===== config.mk =====
export PLATFORM = sky130hd
export DESIGN_NAME = axi4_lite_arbiter
export DESIGN_NICKNAME = d
export VERILOG_FILES = /design/src/rtl/axi4_lite_arbiter_pkg.sv /design/src/rtl/axi4_lite_arb_rr.sv /design/src/rtl/axi4_lite_arbiter.sv
export SDC_FILE = /design/constraint.sdc
export NUM_CORES = 1
export LEC_CHECK = 0
export ABC_AREA = 0
export BUFFER_PORTS_ARGS = -buffer_cell sky130_fd_sc_hd__buf_2
export CORE_AREA = 3 3 141 143
export DETAILED_ROUTE_END_ITERATION = 10
export DIE_AREA = 0 0 144 146
export PLACE_DENSITY = 0.39
export SLEW_MARGIN = 20
export SYNTH_ARGS = -nofsm -noshare
export SYNTH_HDL_FRONTEND = slang
export SYNTH_SLANG_ARGS = --single-unit

===== constraint.sdc =====
create_clock -name iClock -period 2.2 [get_ports iClock]
set_input_delay 0.22 -clock iClock [delete_from_list [all_inputs] [get_ports iClock]]
set_output_delay 0.22 -clock iClock [all_outputs]
set_load 0.01 [all_outputs]

===== src/rtl/axi4_lite_arbiter_pkg.sv =====
// Shared widths, arbiter state encoding and AXI response codes for the
// IFU/LSU AXI4-Lite arbiter.
package axi4_lite_arbiter_pkg;

  localparam int ADDR_WIDTH = 32;
  localparam int DATA_WIDTH = 32;
  localparam int MASK_WIDTH = DATA_WIDTH / 8;
  localparam int RESP_WIDTH = 2;

  typedef enum logic [1:0] {
    STATE_ARB_IDLE   = 2'b00,
    STATE_ARB_IFU_RD = 2'b01,
    STATE_ARB_LSU_RD = 2'b10,
    STATE_ARB_LSU_WR = 2'b11
  } arb_state_t;

  localparam logic [RESP_WIDTH-1:0] OKAY   = 2'b00;
  localparam logic [RESP_WIDTH-1:0] SLVERR = 2'b10;

endpackage


===== src/rtl/axi4_lite_arb_rr.sv =====
// Two-input round-robin picker. Bit 0 is the IFU, bit 1 the LSU; the
// last-grant flop starts at LSU so the IFU wins the first tie.
module axi4_lite_arb_rr
  import axi4_lite_arbiter_pkg::*;
(
  input  logic       clk,
  input  logic       rst,
  input  logic [1:0] req,
  input  logic       update,
  output logic [1:0] gnt
);

  logic last_q;

  always_comb begin
    gnt = req;
    if (req == 2'b11) begin
      gnt = last_q ? 2'b01 : 2'b10;
    end
  end

  always_ff @(posedge clk) begin
    if (rst) begin
      last_q <= 1'b1;
    end else if (update) begin
      last_q <= gnt[1];
    end
  end

endmodule


===== src/rtl/axi4_lite_arbiter.sv =====
// Two-to-one AXI4-Lite arbiter: IFU (read-only) and LSU (read/write) share one
// downstream port, one whole transaction at a time, round-robin between them.
module axi4_lite_arbiter #(
  parameter int ADDR_WIDTH = axi4_lite_arbiter_pkg::ADDR_WIDTH,
  parameter int DATA_WIDTH = axi4_lite_arbiter_pkg::DATA_WIDTH,
  parameter int MASK_WIDTH = axi4_lite_arbiter_pkg::MASK_WIDTH,
  parameter int RESP_WIDTH = axi4_lite_arbiter_pkg::RESP_WIDTH
) (
  input  logic                  iClock,
  input  logic                  iReset,
  // IFU read channels
  input  logic                  pIFU_ar_valid,
  output logic                  pIFU_ar_ready,
  input  logic [ADDR_WIDTH-1:0] pIFU_ar_bits_addr,
  output logic                  pIFU_r_valid,
  input  logic                  pIFU_r_ready,
  output logic [DATA_WIDTH-1:0] pIFU_r_bits_data,
  output logic [RESP_WIDTH-1:0] pIFU_r_bits_resp,
  // LSU read channels
  input  logic                  pLSU_ar_valid,
  output logic                  pLSU_ar_ready,
  input  logic [ADDR_WIDTH-1:0] pLSU_ar_bits_addr,
  output logic                  pLSU_r_valid,
  input  logic                  pLSU_r_ready,
  output logic [DATA_WIDTH-1:0] pLSU_r_bits_data,
  output logic [RESP_WIDTH-1:0] pLSU_r_bits_resp,
  // LSU write channels
  input  logic                  pLSU_aw_valid,
  output logic                  pLSU_aw_ready,
  input  logic [ADDR_WIDTH-1:0] pLSU_aw_bits_addr,
  input  logic                  pLSU_w_valid,
  output logic                  pLSU_w_ready,
  input  logic [DATA_WIDTH-1:0] pLSU_w_bits_data,
  input  logic [MASK_WIDTH-1:0] pLSU_w_bits_strb,
  output logic                  pLSU_b_valid,
  input  logic                  pLSU_b_ready,
  output logic [RESP_WIDTH-1:0] pLSU_b_bits_resp,
  // Downstream master port
  output logic                  pAXI4M_ar_valid,
  input  logic                  pAXI4M_ar_ready,
  output logic [ADDR_WIDTH-1:0] pAXI4M_ar_bits_addr,
  input  logic                  pAXI4M_r_valid,
  output logic                  pAXI4M_r_ready,
  input  logic [DATA_WIDTH-1:0] pAXI4M_r_bits_data,
  input  logic [RESP_WIDTH-1:0] pAXI4M_r_bits_resp,
  output logic                  pAXI4M_aw_valid,
  input  logic                  pAXI4M_aw_ready,
  output logic [ADDR_WIDTH-1:0] pAXI4M_aw_bits_addr,
  output logic                  pAXI4M_w_valid,
  input  logic                  pAXI4M_w_ready,
  output logic [DATA_WIDTH-1:0] pAXI4M_w_bits_data,
  output logic [MASK_WIDTH-1:0] pAXI4M_w_bits_strb,
  input  logic                  pAXI4M_b_valid,
  output logic                  pAXI4M_b_ready,
  input  logic [RESP_WIDTH-1:0] pAXI4M_b_bits_resp
);

  import axi4_lite_arbiter_pkg::*;

  arb_state_t state_q;
  arb_state_t state_d;
  logic [1:0] req;
  logic [1:0] gnt;
  logic       update;

  assign req    = {pLSU_ar_valid | pLSU_aw_valid, pIFU_ar_valid};
  assign update = (state_q == STATE_ARB_IDLE) && (req != 2'b00);

  axi4_lite_arb_rr u_rr (
    .clk    (iClock),
    .rst    (iReset),
    .req    (req),
    .update (update),
    .gnt    (gnt)
  );

  always_ff @(posedge iClock) begin
    if (iReset) begin
      state_q <= STATE_ARB_IDLE;
    end else begin
      state_q <= state_d;
    end
  end

  // Ownership ends only on the final response handshake of the transaction.
  always_comb begin
    state_d = state_q;
    case (state_q)
      STATE_ARB_IDLE: begin
        if (gnt[0]) begin
          state_d = STATE_ARB_IFU_RD;
        end else if (gnt[1]) begin
          state_d = pLSU_ar_valid ? STATE_ARB_LSU_RD : STATE_ARB_LSU_WR;
        end
      end
      STATE_ARB_IFU_RD, STATE_ARB_LSU_RD: begin
        if (pAXI4M_r_valid && pAXI4M_r_ready) state_d = STATE_ARB_IDLE;
      end
      STATE_ARB_LSU_WR: begin
        if (pAXI4M_b_valid && pAXI4M_b_ready) state_d = STATE_ARB_IDLE;
      end
      default: state_d = STATE_ARB_IDLE;
    endcase
  end

  always_comb begin
    pIFU_ar_ready       = 1'b0;
    pIFU_r_valid        = 1'b0;
    pIFU_r_bits_data    = '0;
    pIFU_r_bits_resp    = '0;
    pLSU_ar_ready       = 1'b0;
    pLSU_r_valid        = 1'b0;
    pLSU_r_bits_data    = '0;
    pLSU_r_bits_resp    = '0;
    pLSU_aw_ready       = 1'b0;
    pLSU_w_ready        = 1'b0;
    pLSU_b_valid        = 1'b0;
    pLSU_b_bits_resp    = '0;
    pAXI4M_ar_valid     = 1'b0;
    pAXI4M_ar_bits_addr = '0;
    pAXI4M_r_ready      = 1'b0;
    pAXI4M_aw_valid     = 1'b0;
    pAXI4M_aw_bits_addr = '0;
    pAXI4M_w_valid      = 1'b0;
    pAXI4M_w_bits_data  = '0;
    pAXI4M_w_bits_strb  = '0;
    pAXI4M_b_ready      = 1'b0;
    case (state_q)
      STATE_ARB_IFU_RD: begin
        pAXI4M_ar_valid     = pIFU_ar_valid;
        pAXI4M_ar_bits_addr = pIFU_ar_bits_addr;
        pIFU_ar_ready       = pAXI4M_ar_ready;
        pIFU_r_valid        = pAXI4M_r_valid;
        pIFU_r_bits_data    = pAXI4M_r_bits_data;
        pIFU_r_bits_resp    = pAXI4M_r_bits_resp;
        pAXI4M_r_ready      = pIFU_r_ready;
      end
      STATE_ARB_LSU_RD: begin
        pAXI4M_ar_valid     = pLSU_ar_valid;
        pAXI4M_ar_bits_addr = pLSU_ar_bits_addr;
        pLSU_ar_ready       = pAXI4M_ar_ready;
        pLSU_r_valid        = pAXI4M_r_valid;
        pLSU_r_bits_data    = pAXI4M_r_bits_data;
        pLSU_r_bits_resp    = pAXI4M_r_bits_resp;
        pAXI4M_r_ready      = pLSU_r_ready;
      end
      STATE_ARB_LSU_WR: begin
        pAXI4M_aw_valid     = pLSU_aw_valid;
        pAXI4M_aw_bits_addr = pLSU_aw_bits_addr;
        pLSU_aw_ready       = pAXI4M_aw_ready;
        pAXI4M_w_valid      = pLSU_w_valid;
        pAXI4M_w_bits_data  = pLSU_w_bits_data;
        pAXI4M_w_bits_strb  = pLSU_w_bits_strb;
        pLSU_w_ready        = pAXI4M_w_ready;
        pLSU_b_valid        = pAXI4M_b_valid;
        pLSU_b_bits_resp    = pAXI4M_b_bits_resp;
        pAXI4M_b_ready      = pLSU_b_ready;
      end
      default: ;
    endcase
  end

endmodule


==> impl_metrics.json <==
{
  "hold_violations": 0,
  "grt-ovfl-total": 0,
  "avgViaCountPerCell": 3.695,
  "min_path_cells": 2,
  "synthTopCellsByArea": "and2_1 53%, a22oi_1 14%, nor2b_1 12%, clkbuf_1 5.4%, ha_1 3.6%",
  "cpMaxStageDelayCell": "ha_2",
  "leakagePower_nw": 2.408,
  "synth_edf_count": 0,
  "max_stage_delay_ns": 0.35,
  "top_layer": "met4",
  "dr.pass1.iters": 4,
  "wirelength_um": 12240,
  "dieArea_um2": 21020,
  "cp.arrival_ns": 1.76,
  "r2r_cells": 6,
  "period_minus_slack_ns": 1.980,
  "hold_class": "in -> reg",
  "clk_latency_ns": 0.22,
  "drc": 0,
  "ys_warn_count": 0,
  "hold_start": "iReset",
  "wl_per_cell_um": 14.40,
  "critPathLaunchType": "flip-flop",
  "ant_nets": 0,
  "ys_types": 20,
  "cts_tree": "done",
  "status": "finished clean",
  "num-fill-cells": 2126,
  "relSlewSlack": 0.7536,
  "met2_length_um": 6324,
  "cellPowerDensity_nw_per_um2": 718.4,
  "boundaryPins": 364,
  "r2r-end": "state_q[1]$_SDFFE_PP0P_",
  "wl_met1_um": 4576,
  "clkTransAtPathRegs_ns": 0.03,
  "yosysSeqAreaShare": 0.03436,
  "drt_iter0_drc": 44,
  "r2r-start": "state_q[1]$_SDFFE_PP0P_",
  "finalClockSkew_ns": 0.0004905,
  "cts_buffer_depth": 2,
  "post-route-period-util": 0.9001,
  "chipHeight_um": 146,
  "cap_viol_max_count": 0,
  "numClockSinks": 3,
  "holdWs_ns": 0.2408,
  "antenna_found_initial": 1,
  "startpoint": "state_q[1]$_SDFFE_PP0P_",
  "grt_first_pass_wirelength_um": 16940,
  "dieWidth_um": 144,
  "synth_fp_nets": 457,
  "wl_met3_um": 1265,
  "p_clk_frac": 0.103,
  "netlist_area_um2": 1748,
  "grt_pass1_vias": 2999,
  "worstMarginPinSlew_ns": 0.3696,
  "cell_internal_pwr_w": 0.001427,
  "post_cts_buffers": 0,
  "clockRootBuffer": "clkbuf_16",
  "ff2ff_setup_slack_ns": 0.45,
  "crit_family": "buffers and inverters",
  "ys_seq_elements": 3,
  "synth_cells": 270,
  "synth_common_cells": "148 x and2_1, 34 x nor2b_1, 33 x a22oi_1",
  "setup_violations": 0,
  "drv_slew": 0,
  "path_cells": "inv_1 > ha_2 > buf_12 > a22oi_1 > nor2b_1 > buf_2",
  "ys.flop_type": "dfxtp_1",
  "grt_max_degree": 78,
  "cts_resized": 0,
  "dp_hpwl_um": 10460,
  "switchingPower_w": 0.001382,
  "initial_core_util": 0.09344,
  "nets": 804,
  "h-tree-depth": 1,
  "areaGrowthSynthToFinish_pct": 123.7,
  "worstPathMaxFanout": 63,
  "cts_made_buffers": 3,
  "hold_buffers": 0,
  "post-route-util": 0.2090,
  "place_congestion": 0.7229,
  "p_total_w": 0.002809,
  "synth_most_common_cell": "and2_1",
  "finalSetupTns_ns": 0,
  "std_cell_rows": 50,
  "synthArstFlopShare": 0,
  "port_buffers": 363,
  "core_um2": 18710,
  "p_comb_frac": 0.861,
  "synth_top_area_cell": "and2_1",
  "dr_total_vias": 3141,
  "worst-path-buf-inv": 3,
  "crit_required_ns": 1.98,
  "layout-drive-gt1-share": 0.6120,
  "swShare": 0.4921,
  "diodes": 0,
  "end_kind": "output pin",
  "min_to": "u_rr.last_q$_SDFFE_PP1P_",
  "track_usage": 0.1017,
  "syn_avg_cell_area_um2": 6.474,
  "synth_top_cell_area_share": 0.5297,
  "seq_power_share": 0.036,
  "max_clock_freq_mhz": 505.0,
  "peakVddDrop_uv": 251.6,
  "rsz0062_at_grt": "false",
  "crit_type": "reg -> out"
}
[how the worst max path moves through the flow]
stage	to	slack [ns]	cells past startpoint
floorplan	pLSU_ar_ready	0.61	6
global placement	pAXI4M_r_ready	0.19	5
detailed placement	pAXI4M_r_ready	0.26	5
CTS	pAXI4M_r_ready	0.02	5
global route	pAXI4M_ar_bits_addr[11]	0.08	6
finish	pAXI4M_ar_bits_addr[9]	0.22	6
[registers in the layout (all words and copies together), names as in the netlist]
register     cells
state_q          2
u_rr.last_q      1
[kinds of logic (layout without fill, tap and decap cells)]
family | count (synthesis) | after routing | synth area share
AO/OA/AOI/OAI | 37 | 37 | 0.1625
buffers and inverters | 29 | 375 | 0.06514
multiplexers | 2 | 2 | 0.01145
AND/OR/NAND/NOR | 194 | 194 | 0.6908
flip-flops | 3 | 3 | 0.03436
adder cells (fa/ha/maj) | 5 | 5 | 0.03579
[per-stage QoR]
stage | setup WS, ns | instances | cell area, µm²
after floorplan | 0.6125 | 270 | 1748
after global placement | 0.1933 | 846 | 3829
after detailed placement | 0.2560 | 846 | 3829
after CTS | 0.02008 | 850 | 3908
after global routing | 0.07778 | 850 | 3910
final | 0.2198 | 850 | 3910
[cells in the final DEF (no fill, tap or decap), types with 3 or more instances in the layout]
| master | netlist | final |
|---|---|---|
| and2_1 | 148 | 148 |
| dfxtp_1 | 3 | 3 |
| nand2_1 | 4 | 4 |
| clkbuf_16 | 0 | 3 |
| a22oi_1 | 33 | 33 |
| nand2b_1 | 3 | 3 |
| ha_2 | 0 | 3 |
| buf_2 | 1 | 363 |
| buf_4 | 1 | 4 |
| nor2b_1 | 34 | 33 |
[cell type report]
| cell class | count | area, µm² | share of cell area |
|---|---|---|---|
| repair buffers | 369 | 1887 | 0.4826 |
| inverters | 2 | 7.507 | 0.001920 |
| well taps | 234 | 292.8 | 0.07488 |
| flip-flops and latches | 3 | 60.06 | 0.01536 |
| clock buffers | 4 | 78.83 | 0.02016 |
| multi-input cells | 238 | 1584 | 0.4051 |
[power groups by stage]
stage                     sequential, W  combinational (W)  clock, W
final                          0.000102            0.00242  0.000288
after CTS                      0.000102            0.00250  0.000293
after floorplan               0.0000953            0.00142         0
after global routing           0.000105            0.00269  0.000297
after global placement         0.000102            0.00250         0
after detailed placement       0.000102            0.00249         0
[routing by layer]
layer	vias up	global-route usage
li1	1558	-
met5	-	0
met3	6	0.02169
met1	1359	0.1113
met2	218	0.2004
met4	0	0.01412
Note: power is estimated with default switching activity, not from simulation.
